--- src/rtl/mem_arbiter.sv ---
// rtl/mem_arbiter.sv - two-port arbiter in front of a single-port synchronous RAM
//
// Port 0 (CPU memory stage) and port 1 (loader/DMA) share one RAM. Grants are
// combinational and the access goes out to the RAM in the grant cycle. A port
// that asserts lockN with its granted request keeps ownership for a burst of
// up to MAX_BURST consecutive grants.
//
// Build option: define MEM_ARB_RR_EN for round-robin contention in IDLE;
// otherwise port 0 has fixed priority.
//
// Ports:
//   clk, rst                 clock, asynchronous active-high reset
//   req0/1, we0/1, lock0/1   per-port request, write enable, burst lock
//   addr0/1, wdata0/1        per-port address and write data
//   gnt0/1                   combinational grant
//   rvalid0/1                registered read-data-valid per port
//   rdata                    shared read data (ram_q)
//   ram_addr, ram_wdata,
//   ram_wren, ram_q          RAM command and read data
//   busy                     a port currently owns the RAM
module mem_arbiter #(
  parameter int AW        = 16,
  parameter int DW        = 16,
  parameter int MAX_BURST = 8
) (
  input  logic          clk,
  input  logic          rst,
  input  logic          req0,
  input  logic          req1,
  input  logic          we0,
  input  logic          we1,
  input  logic          lock0,
  input  logic          lock1,
  input  logic [AW-1:0] addr0,
  input  logic [AW-1:0] addr1,
  input  logic [DW-1:0] wdata0,
  input  logic [DW-1:0] wdata1,
  output logic          gnt0,
  output logic          gnt1,
  output logic          rvalid0,
  output logic          rvalid1,
  output logic [DW-1:0] rdata,
  output logic [AW-1:0] ram_addr,
  output logic [DW-1:0] ram_wdata,
  output logic          ram_wren,
  input  logic [DW-1:0] ram_q,
  output logic          busy
);

  typedef enum logic [1:0] {IDLE, OWN0, OWN1} state_t;

  localparam logic [7:0] BURST_MAX = 8'(MAX_BURST);

  state_t     state;
  logic [7:0] burst_cnt;

`ifdef MEM_ARB_RR_EN
  logic last_gnt;  // index of the most recently granted port
`endif

  // Grant decode. Held low throughout reset regardless of requests.
  always_comb begin
    gnt0 = 1'b0;
    gnt1 = 1'b0;
    if (!rst) begin
      case (state)
        IDLE: begin
          if (req0 && req1) begin
`ifdef MEM_ARB_RR_EN
            // Favour whichever port did not win last time.
            if (last_gnt) gnt0 = 1'b1;
            else          gnt1 = 1'b1;
`else
            gnt0 = 1'b1;
`endif
          end else begin
            gnt0 = req0;
            gnt1 = req1;
          end
        end
        OWN0:    gnt0 = req0;
        OWN1:    gnt1 = req1;
        default: ;
      endcase
    end
  end

  // RAM command mux; everything is zero when nobody is granted.
  always_comb begin
    ram_addr  = '0;
    ram_wdata = '0;
    ram_wren  = 1'b0;
    if (gnt0) begin
      ram_addr  = addr0;
      ram_wdata = wdata0;
      ram_wren  = we0;
    end else if (gnt1) begin
      ram_addr  = addr1;
      ram_wdata = wdata1;
      ram_wren  = we1;
    end
  end

  assign rdata = ram_q;
  assign busy  = (state != IDLE);

  always_ff @(posedge clk or posedge rst) begin
    if (rst) begin
      state     <= IDLE;
      burst_cnt <= 8'd0;
      rvalid0   <= 1'b0;
      rvalid1   <= 1'b0;
`ifdef MEM_ARB_RR_EN
      last_gnt  <= 1'b1;
`endif
    end else begin
      // RAM returns data one cycle after a read is issued.
      rvalid0 <= gnt0 && !we0;
      rvalid1 <= gnt1 && !we1;
`ifdef MEM_ARB_RR_EN
      if (gnt0)      last_gnt <= 1'b0;
      else if (gnt1) last_gnt <= 1'b1;
`endif
      case (state)
        IDLE: begin
          if (gnt0 && lock0) begin
            state     <= OWN0;
            burst_cnt <= 8'd1;
          end else if (gnt1 && lock1) begin
            state     <= OWN1;
            burst_cnt <= 8'd1;
          end
        end
        OWN0: begin
          // Reaching the burst limit ends ownership even with lock held.
          if ((gnt0 && (burst_cnt + 8'd1 == BURST_MAX)) || !lock0) begin
            state     <= IDLE;
            burst_cnt <= 8'd0;
          end else if (gnt0) begin
            burst_cnt <= burst_cnt + 8'd1;
          end
        end
        OWN1: begin
          if ((gnt1 && (burst_cnt + 8'd1 == BURST_MAX)) || !lock1) begin
            state     <= IDLE;
            burst_cnt <= 8'd0;
          end else if (gnt1) begin
            burst_cnt <= burst_cnt + 8'd1;
          end
        end
        default: begin
          state     <= IDLE;
          burst_cnt <= 8'd0;
        end
      endcase
    end
  end

endmodule
--- config.mk ---
export PLATFORM = sky130hd
export DESIGN_NAME = mem_arbiter
export DESIGN_NICKNAME = d
export VERILOG_FILES = /design/src/rtl/mem_arbiter.sv
export SDC_FILE = /design/constraint.sdc
export NUM_CORES = 1
export LEC_CHECK = 0
export BUFFER_PORTS_ARGS = -buffer_cell sky130_fd_sc_hd__buf_2
export CORE_MARGIN = 1
export CORE_UTILIZATION = 31
export DETAILED_ROUTE_END_ITERATION = 10
export PLACE_DENSITY = 0.9
export SYNTH_ARGS = -nofsm -noshare
export SYNTH_HDL_FRONTEND = slang
export SYNTH_SLANG_ARGS = --single-unit
--- constraint.sdc ---
create_clock -name clk -period 1.6 [get_ports clk]
set_input_delay 0.16 -clock clk [delete_from_list [all_inputs] [get_ports clk]]
set_output_delay 0.16 -clock clk [all_outputs]
set_load 0.01 [all_outputs]
==> metrics.sh, run 1 <==
RUN_STATUS='complete, but fails checks'
VIOLATIONS='negative setup slack'
CTS.HTREE.LEVELS=1
CLK_SINKS=12
CRIT_REQUIRED_NS=1.44
ANTENNA-DIODE-COUNT=0
CLOCK-ROOT-BUFFER='sky130_fd_sc_hd__clkbuf_8'
ANTENNA_VIOL_NETS_FINAL=0
PERIOD_SHARE_PCT=115
CRITICAL-PATH-TOP-CELL-BY-COUNT='sky130_fd_sc_hd__buf_6'
AVGVIACOUNTPERCELL=5.38
RSZ0062_AT_GRT='true'
DETAILROUTE.VIA_COUNT=1652
GRT_ANTENNA_BEFORE_REPAIR=0
CP_DATA_ARRIVAL_TIME_NS=1.67
FINAL_CELL_COUNT_NO_FILL=307
FILLER_CELL_COUNT=316
CLOCK_BUFFER_DEPTH=2
CTS_INSERTED_BUFFERS=3
SLEW_HR_PCT=59.0
SHARE_OF_POST_ROUTE_CELLS_WITH_DRIVE_STRENGTH_ABOVE_1_PCT=63.3
FINALSETUPTNS_NS=-6.73
PLACEMENT_ROWS=22
LARGEST_NET_DEGREE_AT_THE_START_OF_GLOBAL_ROUTING=35
MAXCAPVIOLATIONS=0
FINAL_NUMBER_OF_HOLD_VIOLATING_ENDPOINTS=0
AVGROUTEDWIREPERCELL_UM=16.8
FINAL_NETS=349
FINAL_PERIOD_MINUS_WORST_SETUP_SLACK_NS=1.83
HOLDPATHEND='rvalid0'
GLOBAL_ROUTE_WIRE_LENGTH_BEFORE_REPAIR_MM=7.05
CLKTRANSATPATHREGS_NS=0.06
CRIT-REG2REG-LAUNCH='state[0]'
FINAL_MAX_SLEW_VIOL_COUNT=0
SETUP_VIOL=43
WORST_R2R_ENDPOINT='burst_cnt[3]'
HOLD_DEPTH=2
REMAINING_DRCS=0
POST_SYNTH_MAIN_AREA_CONTRIBUTORS='sky130_fd_sc_hd__dfrtp_1 (24%), sky130_fd_sc_hd__a22o_1 (23%), sky130_fd_sc_hd__buf_4 (10%)'
NUMBER_OF_SYNTHESIZED_REGISTER_BITS=12
YOSYS_WARNINGS=0
CP_TOP_FAMILY='buffers and inverters'
CRITPATHCAPTURETYPE='primary output'
DETAIL_ROUTE.ITER0.VIOLATIONS=46
POSTROUTEWIRELENGTH_MM=5.16
CLOCK.FMAX_MHz=545
CP_CELL_SEQUENCE='nor3b_2 > a21boi_4 > buf_12 > buf_6 > buf_6 > a22o_1 > buf_6'
CRITICAL-PATH-SLOWEST-CELL='sky130_fd_sc_hd__dfrtp_1'
TIMING.CRITICAL_PATH.FROM_TYPE='flip-flop'
FINAL.SETUP_SKEW_NS=0.00288
IO_BUFFERS=109
SYNTHTOLAYOUTAREAGROWTH_PCT=71.3
SYNTH.YOSYS.SEQ_AREA_SHARE_PCT=24.1
SYN_AREA_PER_CELL_UM2=8.59
CRITICAL-PATH-MAX-STAGE-DELAY_NS=0.39
DIE_AREA_UM2=4280
SYNTHARSTFLOPSHARE_PCT=100
GROUTE.USAGE.OVERALL_PCT=22.5
SYNTHESIS.NETS=234
SYNTHTOPCELLSBYCOUNT='sky130_fd_sc_hd__a22o_1 (33), sky130_fd_sc_hd__buf_4 (17), sky130_fd_sc_hd__dfrtp_1 (12)'
SHARE_OF_THE_CORE_FILLED_WITH_CELLS_PCT=56.6
HOLD_CLASS='in2reg'
NETLIST_AREA_UM2=1250
PLACED_CELLS_INCL_TAPS=293
GRT.OVERFLOW.TOTAL=0
TIMING_WORST_SETUP_PATH_TYPE='reg2out'
INITIAL_UTILIZATION_PCT=33.0
P_PER_AREA_nW_PER_UM2=909
CRIT_FANOUT=5
CP_NUM_BUF_INV=4
MOST_FREQUENT_CELL_AFTER_SYNTHESIS='sky130_fd_sc_hd__a22o_1'
POWER.LEAKAGE_nW=1.13
YOSYS.CELL_TYPES.COUNT=39
TRITONCTS='done'
SYNTH_EDF_COUNT=0
DR.PASS1.ITERS=4
BOUNDARYPINS=142
POSTLAYOUTSETUPSLACKWORST_NS=-0.234
HOLD_STARTPOINT='we0'
MOST_INSTANTIATED_FLIP_FLOP_CELL_IN_THE_SYNTHESIS_NETLIST='sky130_fd_sc_hd__dfrtp_1'
WORSTSKEWPAIRLATENCY_NS=0.25
DP_HPWL_MM=3.81
SYNTH_CELLS=145
PLACEABLECOREAREA_UM2=3770
GLOBALPLACE.CONGESTION=0.903
DIE_Y_UM=65.4
VDD_IR_DROP_MAX_V=0.000701
SYNTHDOMINANTAREACELLTYPE='sky130_fd_sc_hd__dfrtp_1'
REGTOREGSETUPSLACK_NS=-0.14
DIE_X_UM=65.4
WORST-SLEW-PIN-TRANSITION_NS=0.608
YOSYSTOPAREACELLSHARE_PCT=24.1
GRT_PASS1_VIAS=1403
REG2REG_DEPTH=9
[flip-flops by register name (all words and copies together) (netlist names)]
signal and cells:
rvalid0 1, rvalid1 1, state 2, burst_cnt 8
[report_power, final]
group	internal (mW)	switching (mW)
combinational	0.618	0.586
clock	0.218	0.127
sequential	0.352	0.0386
[routing by layer]
metal,vias up,track usage [%],wire (um),share of wire [%]
li1,763,-,-,-
met1,774,24.2,1920,37
met2,97,38.7,2650,51
met3,18,5.90,316,6.1
met4,0,14.1,274,5.3
met5,-,0,0,0
[per-stage QoR]
step	area, um^2	power (mW)	setup slack, ns	hold WS [ns]
after floorplan	1250	1.03	0.00797	0.0302
after global placement	1840	1.38	0.00363	0.203
after detailed placement	1840	1.41	-0.0924	0.214
after CTS	1960	1.80	-0.179	0.0760
after global routing	2130	2.05	-0.292	0.0804
final	2130	1.94	-0.234	0.0808
[cell type report]
| type | instances | area, um^2 | area share (%) |
|---|---|---|---|
| repair buffers | 136 | 857 | 40.2 |
| multi-input cells | 102 | 842 | 39.4 |
| flip-flops and latches | 12 | 302 | 14.1 |
| well taps | 48 | 60.1 | 2.81 |
| clock buffers | 4 | 55.1 | 2.58 |
| inverters | 5 | 18.8 | 0.879 |
[kinds of logic (layout without fill, tap and decap cells)]
group,count (synthesis),in the layout,share of synthesized area (%)
AOI/OAI and AO/OA,60,60,42.1
xor gates and xnor gates,1,1,0.703
adders and majority gates,1,1,1.00
buffers and inverters,31,145,15.1
DFF,12,12,24.1
muxes,1,1,0.904
and+or+nand+nor,39,39,16.2
[worst reg2reg max path, cell delays in order (launching register included)]
cell	delay [ns]
sky130_fd_sc_hd__dfrtp_1	0.39
sky130_fd_sc_hd__nor3b_2	0.21
sky130_fd_sc_hd__a21boi_4	0.23
sky130_fd_sc_hd__buf_12	0.14
sky130_fd_sc_hd__buf_6	0.10
sky130_fd_sc_hd__buf_4	0.10
sky130_fd_sc_hd__buf_6	0.09
sky130_fd_sc_hd__a21boi_4	0.08
sky130_fd_sc_hd__a31oi_1	0.16
sky130_fd_sc_hd__o22ai_1	0.10
[what timing repair did]
action / 4_1_cts / 5_1_grt
gates resized for setup: 5 / 21
hold endpoints to repair: 12 / 0
buffers inserted: 3 / 4
hold buffers: 1 / 0
endpoints found under the setup margin: 41 / 45
pin swaps: 0 / 28
gates cloned: 0 / 3
[cells in the final DEF, fill, tap and decap left out, drive strengths merged, types with 2 or more instances in the layout]
master / instances
clkbuf: 6
inv: 5
o21ai: 7
and3: 2
nand2: 11
o41ai: 2
buf: 133
nand2b: 2
nand3: 4
nand3b: 2
nor3: 2
nor2b: 2
a21oi: 3
a31oi: 3
a22o: 33
nor2: 9
a21boi: 2
o22a: 2
dfrtp: 12
[worst max-delay path by stage]
stage | cells past startpoint | slack (ns) | from | to
after floorplan | 5 | 0.008 | burst_cnt[2] | burst_cnt[3]
after global placement | 5 | 0.004 | burst_cnt[2] | burst_cnt[3]
after detailed placement | 5 | -0.09 | burst_cnt[2] | burst_cnt[3]
after CTS | 5 | -0.18 | state[0] | ram_addr[15]
after global routing | 7 | -0.29 | state[0] | ram_wdata[11]
final | 7 | -0.23 | state[0] | ram_wdata[11]
No activity file was read; power rests on OpenSTA's default activity.
==> inputs of run 2 (changes only) <==
Settings changed: ABC_AREA set to 1, CTS_BUF_LIST set to sky130_fd_sc_hd__clkbuf_8.
==> metrics.sh, run 2 <==
ANTENNA-DIODE-COUNT=0
DIE_AREA_UM2=4290
SYNTHARSTFLOPSHARE_PCT=100
CTS_INSERTED_BUFFERS=3
DP_HPWL_MM=3.81
FINALSETUPTNS_NS=-0.00486
MULTIINPUTGATEAREA_UM2=763
SYNTH_TOP_FAMILY_BY_AREA='simple AND/OR/NAND/NOR gates'
CLOCK-ROOT-BUFFER='sky130_fd_sc_hd__clkbuf_8'
SYN_AREA_PER_CELL_UM2=7.30
CLK_SINKS=12
NETLIST_AREA_UM2=1250
PERIOD_SHARE_PCT=100
ANTENNA_VIOL_NETS_FINAL=0
MAXCAPVIOLATIONS=0
TIMING_WORST_SETUP_PATH_TYPE='reg2out'
YOSYS.AREA_SHARE.XOR_XNOR_PCT=0.701
LARGEST_REGISTER='burst_cnt'
WORST-SLEW-PIN-TRANSITION_NS=0.252
CTS.HTREE.LEVELS=1
NUMBER_OF_SYNTHESIZED_REGISTER_BITS=12
FINAL_MAX_SLEW_VIOL_COUNT=0
DETAILROUTE.VIA_COUNT=1603
RSZ0062_AT_GRT='true'
DIE_Y_UM=65.5
SYNTH_EDF_COUNT=0
LAYOUT.CELLS.MOST_COMMON_LIST='sky130_fd_sc_hd__buf_2 (108), sky130_fd_sc_hd__nand2_1 (37), sky130_fd_sc_hd__a22o_1 (33)'
INITIAL_UTILIZATION_PCT=33.1
YOSYS.CELL_TYPES.COUNT=24
FINAL.SETUP_SKEW_NS=0.00273
PLACEMENT_ROWS=22
BIGGESTREGSBYFLOPS='burst_cnt (8), state (2)'
YOSYS_WARNINGS=0
VIOLATIONS='negative setup slack'
SYNTHTOLAYOUTAREAGROWTH_PCT=52.5
FINAL_NUMBER_OF_HOLD_VIOLATING_ENDPOINTS=0
AVGROUTEDWIREPERCELL_UM=15.3
FINAL_PERIOD_MINUS_WORST_SETUP_SLACK_NS=1.60
SYNTHTOPCELLSBYCOUNT='sky130_fd_sc_hd__nand2_1 (39), sky130_fd_sc_hd__a22o_1 (33), sky130_fd_sc_hd__buf_4 (17)'
DIE_X_UM=65.5
SLEW_HR_PCT=83.0
LARGEST_REG_FLOPS=8
CRIT_FANOUT=29
CLOCK.FMAX_MHz=623
HOLD_CLASS='in2reg'
REMAINING_DRCS=0
RUN_STATUS='complete, but fails checks'
CLKTRANSATPATHREGS_NS=0.05
VDD_IR_DROP_MAX_V=0.000329
IO_BUFFERS=109
POWER.LEAKAGE_nW=1.12
PLACEABLECOREAREA_UM2=3770
SYNTHESIS.NETS=260
TRITONCTS='done'
POST_SYNTH_MAIN_AREA_CONTRIBUTORS='sky130_fd_sc_hd__dfrtp_1 (24%), sky130_fd_sc_hd__a22o_1 (23%), sky130_fd_sc_hd__nand2_1 (12%)'
MOST_INSTANTIATED_FLIP_FLOP_CELL_IN_THE_SYNTHESIS_NETLIST='sky130_fd_sc_hd__dfrtp_1'
SYNTH.YOSYS.SEQ_AREA_SHARE_PCT=24.0
FRACTION_OF_THE_MAPPED_NETLIST_AREA_IN_ADDER_CELLS_PCT=1.00
AVGVIACOUNTPERCELL=5.03
CRIT_REQUIRED_NS=1.44
POST_SYNTHESIS_MUX_AREA_SHARE_PCT=0
FINAL_NETS=362
SEQUENTIAL_AREA_UM2=302
SYNTH_CELLS=171
MOST_FREQUENT_CELL_AFTER_SYNTHESIS='sky130_fd_sc_hd__nand2_1'
P_PER_AREA_nW_PER_UM2=945
CP_DATA_ARRIVAL_TIME_NS=1.44
GLOBAL_ROUTE_WIRE_LENGTH_BEFORE_REPAIR_MM=6.75
LARGEST_NET_DEGREE_AT_THE_START_OF_GLOBAL_ROUTING=30
MOST_FREQUENT_STANDARD_CELL_IN_THE_LAYOUT_EXCLUDING_FILL_AND_TAP_CELLS='sky130_fd_sc_hd__buf_2'
SYNTHDOMINANTAREACELLTYPE='sky130_fd_sc_hd__dfrtp_1'
GLOBALPLACE.CONGESTION=0.937
GROUTE.USAGE.OVERALL_PCT=21.3
TOTAL_CHIP_POWER_mW=1.80
SHARE_OF_POST_ROUTE_CELLS_WITH_DRIVE_STRENGTH_ABOVE_1_PCT=53.9
TIMING.CRITICAL_PATH.FROM_TYPE='flip-flop'
WORSTSKEWPAIRLATENCY_NS=0.24
POSTLAYOUTSETUPSLACKWORST_NS=-0.00486
DETAIL_ROUTE.ITER0.VIOLATIONS=101
CLOCK_BUFFER_DEPTH=2
GRT.OVERFLOW.TOTAL=0
POSTROUTEWIRELENGTH_MM=4.88
BOUNDARYPINS=142
SYNTH_COMPOUND_GATE_AREA_SHARE_PCT=25.2
SYNTH-SIMPLE-AREA-SHARE_PCT=29.5
GRT_ANTENNA_BEFORE_REPAIR=0
CRITPATHCAPTURETYPE='primary output'
DR.PASS1.ITERS=4
YOSYSTOPAREACELLSHARE_PCT=24.0
SETUP_VIOL=1
GRT_PASS1_VIAS=1387
FILLER_CELL_COUNT=350
==> run 2: cell count changes in the layout (fill, tap and decap cells not counted), moves of 4 or more <==
cell and change:
sky130_fd_sc_hd__nand4_1 +9, sky130_fd_sc_hd__nor2_4 +4, sky130_fd_sc_hd__buf_4 -8, sky130_fd_sc_hd__inv_1 +10, sky130_fd_sc_hd__buf_6 -6, sky130_fd_sc_hd__nand2_1 +27
==> run 2: final cells by class <==
cell class	count	area share, %
tap	48	3.15
inverter	18	3.61
multi-input combinational	117	40.1
timing repair buffer	121	35.2
clock buffer	3	2.17
sequential	12	15.8
==> run 2: final timing paths <==
path                         startpoint      endpoint  slack [ns]  cells past startpoint
hold / removal                      we1       rvalid1        0.09                      2
max in group asynchronous           rst      state[0]        0.87                      4
min in group asynchronous           rst  burst_cnt[5]        0.56                      4
setup reg to reg           burst_cnt[1]      state[1]        0.01                      8
hold reg to reg            burst_cnt[5]  burst_cnt[5]        0.51                      2
setup / recovery               state[1]  ram_wdata[2]      -0.005                      7
==> run 2: routing by layer <==
metal | vias to the layer above | GRT usage (%) | part of all wire [%] | routed length (um)
met3 | 11 | 3.30 | 5.8 | 284
met2 | 74 | 41.0 | 58 | 2830
li1 | 778 | - | - | -
met4 | 0 | 7.07 | 1.5 | 74
met5 | - | 0 | 0 | 0
met1 | 740 | 23.2 | 35 | 1690
==> run 2: metrics by stage <==
stage | setup slack, ns | hold WS (ns) | utilization (%) | instances | instance area [um^2]
floorplan | 0.152 | 0.0331 | - | 171 | 1250
global placement | 0.0734 | 0.197 | 46.5 | 310 | 1750
detailed placement | 0.0331 | 0.195 | 46.5 | 310 | 1750
CTS | 0.00170 | 0.0957 | 48.4 | 315 | 1830
global route | -0.0741 | 0.0937 | 50.5 | 319 | 1900
finish | -0.00486 | 0.0885 | 50.5 | 319 | 1900
==> run 2: cells by family (layout without fill, tap and decap cells) <==
kind of cell / count (synthesis) / count (layout)
AO/OA/AOI/OAI: 37 / 37
adder cells (fa/ha/maj): 1 / 1
XOR/XNOR: 1 / 1
AND/OR/NAND/NOR: 77 / 78
buffers and inverters: 43 / 142
flip-flops: 12 / 12
==> run 2: critical path, cell delays in order (launching register included) <==
cell and delay (ns):
sky130_fd_sc_hd__dfrtp_1 0.39, sky130_fd_sc_hd__inv_2 0.11, sky130_fd_sc_hd__nand2_2 0.07, sky130_fd_sc_hd__nand2_2 0.08, sky130_fd_sc_hd__nor2_4 0.05, sky130_fd_sc_hd__buf_12 0.15, sky130_fd_sc_hd__a22o_1 0.20, sky130_fd_sc_hd__buf_2 0.14
==> run 2: power breakdown <==
| group | switching [mW] | leakage [nW] | total [mW] | internal, mW |
|---|---|---|---|---|
| clock | 0.111 | 0.0216 | 0.277 | 0.166 |
| combinational | 0.622 | 0.940 | 1.12 | 0.496 |
| sequential | 0.0521 | 0.160 | 0.405 | 0.352 |
==> run 2: repair_timing <==
item                       4_1_cts  5_1_grt
buffers inserted                 1        3
hold buffers                     1        0
pin swaps                        0        6
resized for setup                4       12
cloned                           0        1
setup endpoints to repair       33       43
hold endpoints to repair        12        0
==> inputs of run 3 (changes only) <==
Settings changed: ABC_CLOCK_PERIOD_IN_PS set to 1600, REMOVE_ABC_BUFFERS set to 1, SKIP_LAST_GASP set to 1.
==> metrics.sh, run 3 (synthesized netlist as in run 2, its figures left out) <==
LARGEST_NET_DEGREE_AT_THE_START_OF_GLOBAL_ROUTING=18
USE_MET3_PCT=5.56
DR.PASS1.ITERS=4
POWER.LEAKAGE_nW=1.20
CTS_HOLD_BUFFERS=0
ANTENNA-DIODE-COUNT=0
DETAILROUTE.VIA_COUNT=1704
FINAL_NUMBER_OF_HOLD_VIOLATING_ENDPOINTS=0
CTS_INSERTED_BUFFERS=3
P_COMB_SHARE_PCT=63.5
SYNTHTOLAYOUTAREAGROWTH_PCT=65.9
GROUTE.USAGE.OVERALL_PCT=22.4
REMAINING_DRCS=0
BOUNDARYPINS=142
LAYOUT.CELLS.MOST_COMMON_LIST='sky130_fd_sc_hd__buf_2 (108), sky130_fd_sc_hd__nand2_1 (37), sky130_fd_sc_hd__a22o_1 (33)'
CRITPATHCAPTURETYPE='flip-flop'
HOLD_CLASS='in2async'
PLACED_CELLS_INCL_TAPS=309
WORST_R2R_ENDPOINT='burst_cnt[2]'
REG2REG_DEPTH=11
WORSTSKEWPAIRLATENCY_NS=0.25
AVGROUTEDWIREPERCELL_UM=16.0
FINAL_PERIOD_MINUS_WORST_SETUP_SLACK_NS=1.73
ANTENNA_VIOL_NETS_FINAL=0
BIGGESTREGSBYFLOPS='burst_cnt (8), state (2)'
MULTIINPUTGATEAREA_UM2=768
GLOBALROUTEMET2UTIL_PCT=34.8
CRITICAL-PATH-SLOWEST-CELL='sky130_fd_sc_hd__dfrtp_1'
SHARE_OF_POST_ROUTE_CELLS_WITH_DRIVE_STRENGTH_ABOVE_1_PCT=54.8
FINAL_MAX_SLEW_VIOL_COUNT=0
DIE_X_UM=65.5
POWER.SWITCHING_FRACTION_PCT=41.3
GRT.OVERFLOW.TOTAL=0
CLK_SINKS=12
CLKTRANSATPATHREGS_NS=0.06
CP_DATA_ARRIVAL_TIME_NS=1.91
WORST-SLEW-PIN-TRANSITION_NS=0.266
GLOBAL_ROUTE_WIRE_LENGTH_BEFORE_REPAIR_MM=7.15
INTERNAL-POWER_mW=1.20
PLACEABLECOREAREA_UM2=3770
CP_CELL_SEQUENCE='inv_2 > buf_6 > nand3_4 > buf_6 > nor2_4 > nor2_2 > nand2_1 > nand2_2 > nor2_4 > nand4_1 > nand2_1'
POSTROUTEWIRELENGTH_MM=5.22
DIE_Y_UM=65.5
DIE_AREA_UM2=4290
REGTOREGSETUPSLACK_NS=-0.13
FINAL_NETS=369
AVGVIACOUNTPERCELL=5.21
PERIOD_SHARE_PCT=108
POSTPLACECELLAREA_UM2=1750
SEQUENTIAL_AREA_UM2=300
CRIT_FANOUT=8
SLEW_HR_PCT=82.2
GRT_ANTENNA_BEFORE_REPAIR=0
CRIT_REQUIRED_NS=1.78
MAXCAPVIOLATIONS=0
POSTLAYOUTSETUPSLACKWORST_NS=-0.128
NETSWITCHINGPOWER_uW=843
PLACEMENT_ROWS=22
TIMING_WORST_SETUP_PATH_TYPE='reg2reg'
RSZ0062_AT_GRT='true'
CRIT-REG2REG-LAUNCH='state[1]'
CRITICAL_PATH.STARTPOINT='state[1]'
GLOBALPLACE.CONGESTION=0.941
CLOCK-ROOT-BUFFER='sky130_fd_sc_hd__clkbuf_8'
PWR-SHARE-SEQ_PCT=19.8
DETAIL_ROUTE.ITER0.VIOLATIONS=67
VDD_IR_DROP_MAX_V=0.000633
RUN_STATUS='complete, but fails checks'
FINAL_AREA_UM2=2070
FINAL_CELL_COUNT_NO_FILL=327
PWR-SHARE-CLK_PCT=16.7
TIMING.CRITICAL_PATH.FROM_TYPE='flip-flop'
CRITICAL-PATH-MAX-STAGE-DELAY_NS=0.40
CTS.HTREE.LEVELS=1
MET1_USAGE_PCT=29.8
MOST_FREQUENT_STANDARD_CELL_IN_THE_LAYOUT_EXCLUDING_FILL_AND_TAP_CELLS='sky130_fd_sc_hd__buf_2'
VIOLATIONS='negative setup slack'
LARGEST_REGISTER='burst_cnt'
CLOCK.FMAX_MHz=579
GRT_PASS1_VIAS=1480
FILLER_CELL_COUNT=324
FINALSETUPTNS_NS=-3.59
GRT_MOST_USED_LAYER='met2'
SETUP_VIOL=40
INITIAL_UTILIZATION_PCT=33.1
DP_HPWL_MM=3.64
LARGEST_REG_FLOPS=8
IO_BUFFERS=109
P_PER_AREA_nW_PER_UM2=986
CLOCK_BUFFER_DEPTH=2
FINAL.SETUP_SKEW_NS=0.00272
TRITONCTS='done'
## run 3: changes by cell type in the layout (fill, tap and decap cells not counted), sizes merged
| cell | before | now |
|---|---|---|
| buf | 120 | 128 |
| clkbuf | 3 | 4 |
| dlygate4sd3 | 1 | 0 |
## run 3: layout make-up
cell class	instances	share of cell area [%]
clock buffers	4	2.66
flip-flops and latches	12	14.5
multi-input cells	117	37.1
repair buffers	128	39.4
inverters	18	3.50
well taps	48	2.90
## run 3: power by group through the flow
stage | clock network [mW] | registers [mW] | logic (mW)
6_report | 0.342 | 0.404 | 1.30
5_1_grt | 0.365 | 0.409 | 1.39
4_1_cts | 0.346 | 0.398 | 1.22
3_5_place_dp | 0 | 0.403 | 0.991
3_3_place_gp | 0 | 0.399 | 0.972
2_1_floorplan | 0 | 0.396 | 0.564
## run 3: worst max-delay path, delay by kind of cell (launching register included)
kind / cells / cell delay, ns
simple gates: 8 / 0.90
flops: 1 / 0.40
buf+inv: 3 / 0.36
## run 3: how the worst max path moves through the flow
stage	to	slack, ns	cells past startpoint
floorplan	state[1]	-0.19	7
global route	burst_cnt[2]	-0.20	11
detailed placement	state[1]	0.06	9
finish	burst_cnt[2]	-0.13	11
CTS	ram_wdata[11]	-0.07	8
global placement	state[1]	0.1	9
## run 3: routing by layer
metal  vias up  share of wire, %
li1        798                 -
met1       786                41
met2       107                47
met3        13               9.4
met4         0               2.3
met5         -                 0
## run 3: timing repair
| item | 4_1_cts | 5_1_grt |
|---|---|---|
| resized for setup | 12 | 11 |
| pin swaps | 2 | 11 |
| cloned | 3 | 1 |
| setup buffers | 9 | 1 |
| endpoints found under the setup margin | 32 | 44 |
## run 3: per-stage QoR
| step | power (mW) | utilization [%] | setup slack, ns | hold WS, ns |
|---|---|---|---|---|
| global placement | 1.37 | 46.3 | 0.0962 | 0.215 |
| detailed placement | 1.39 | 46.3 | 0.0637 | 0.208 |
| global route | 2.16 | 54.9 | -0.197 | 0.0284 |
| CTS | 1.96 | 53.3 | -0.0678 | 0.000307 |
| floorplan | 0.959 | - | -0.187 | 0.0331 |
| finish | 2.04 | 54.9 | -0.128 | 0.00739 |
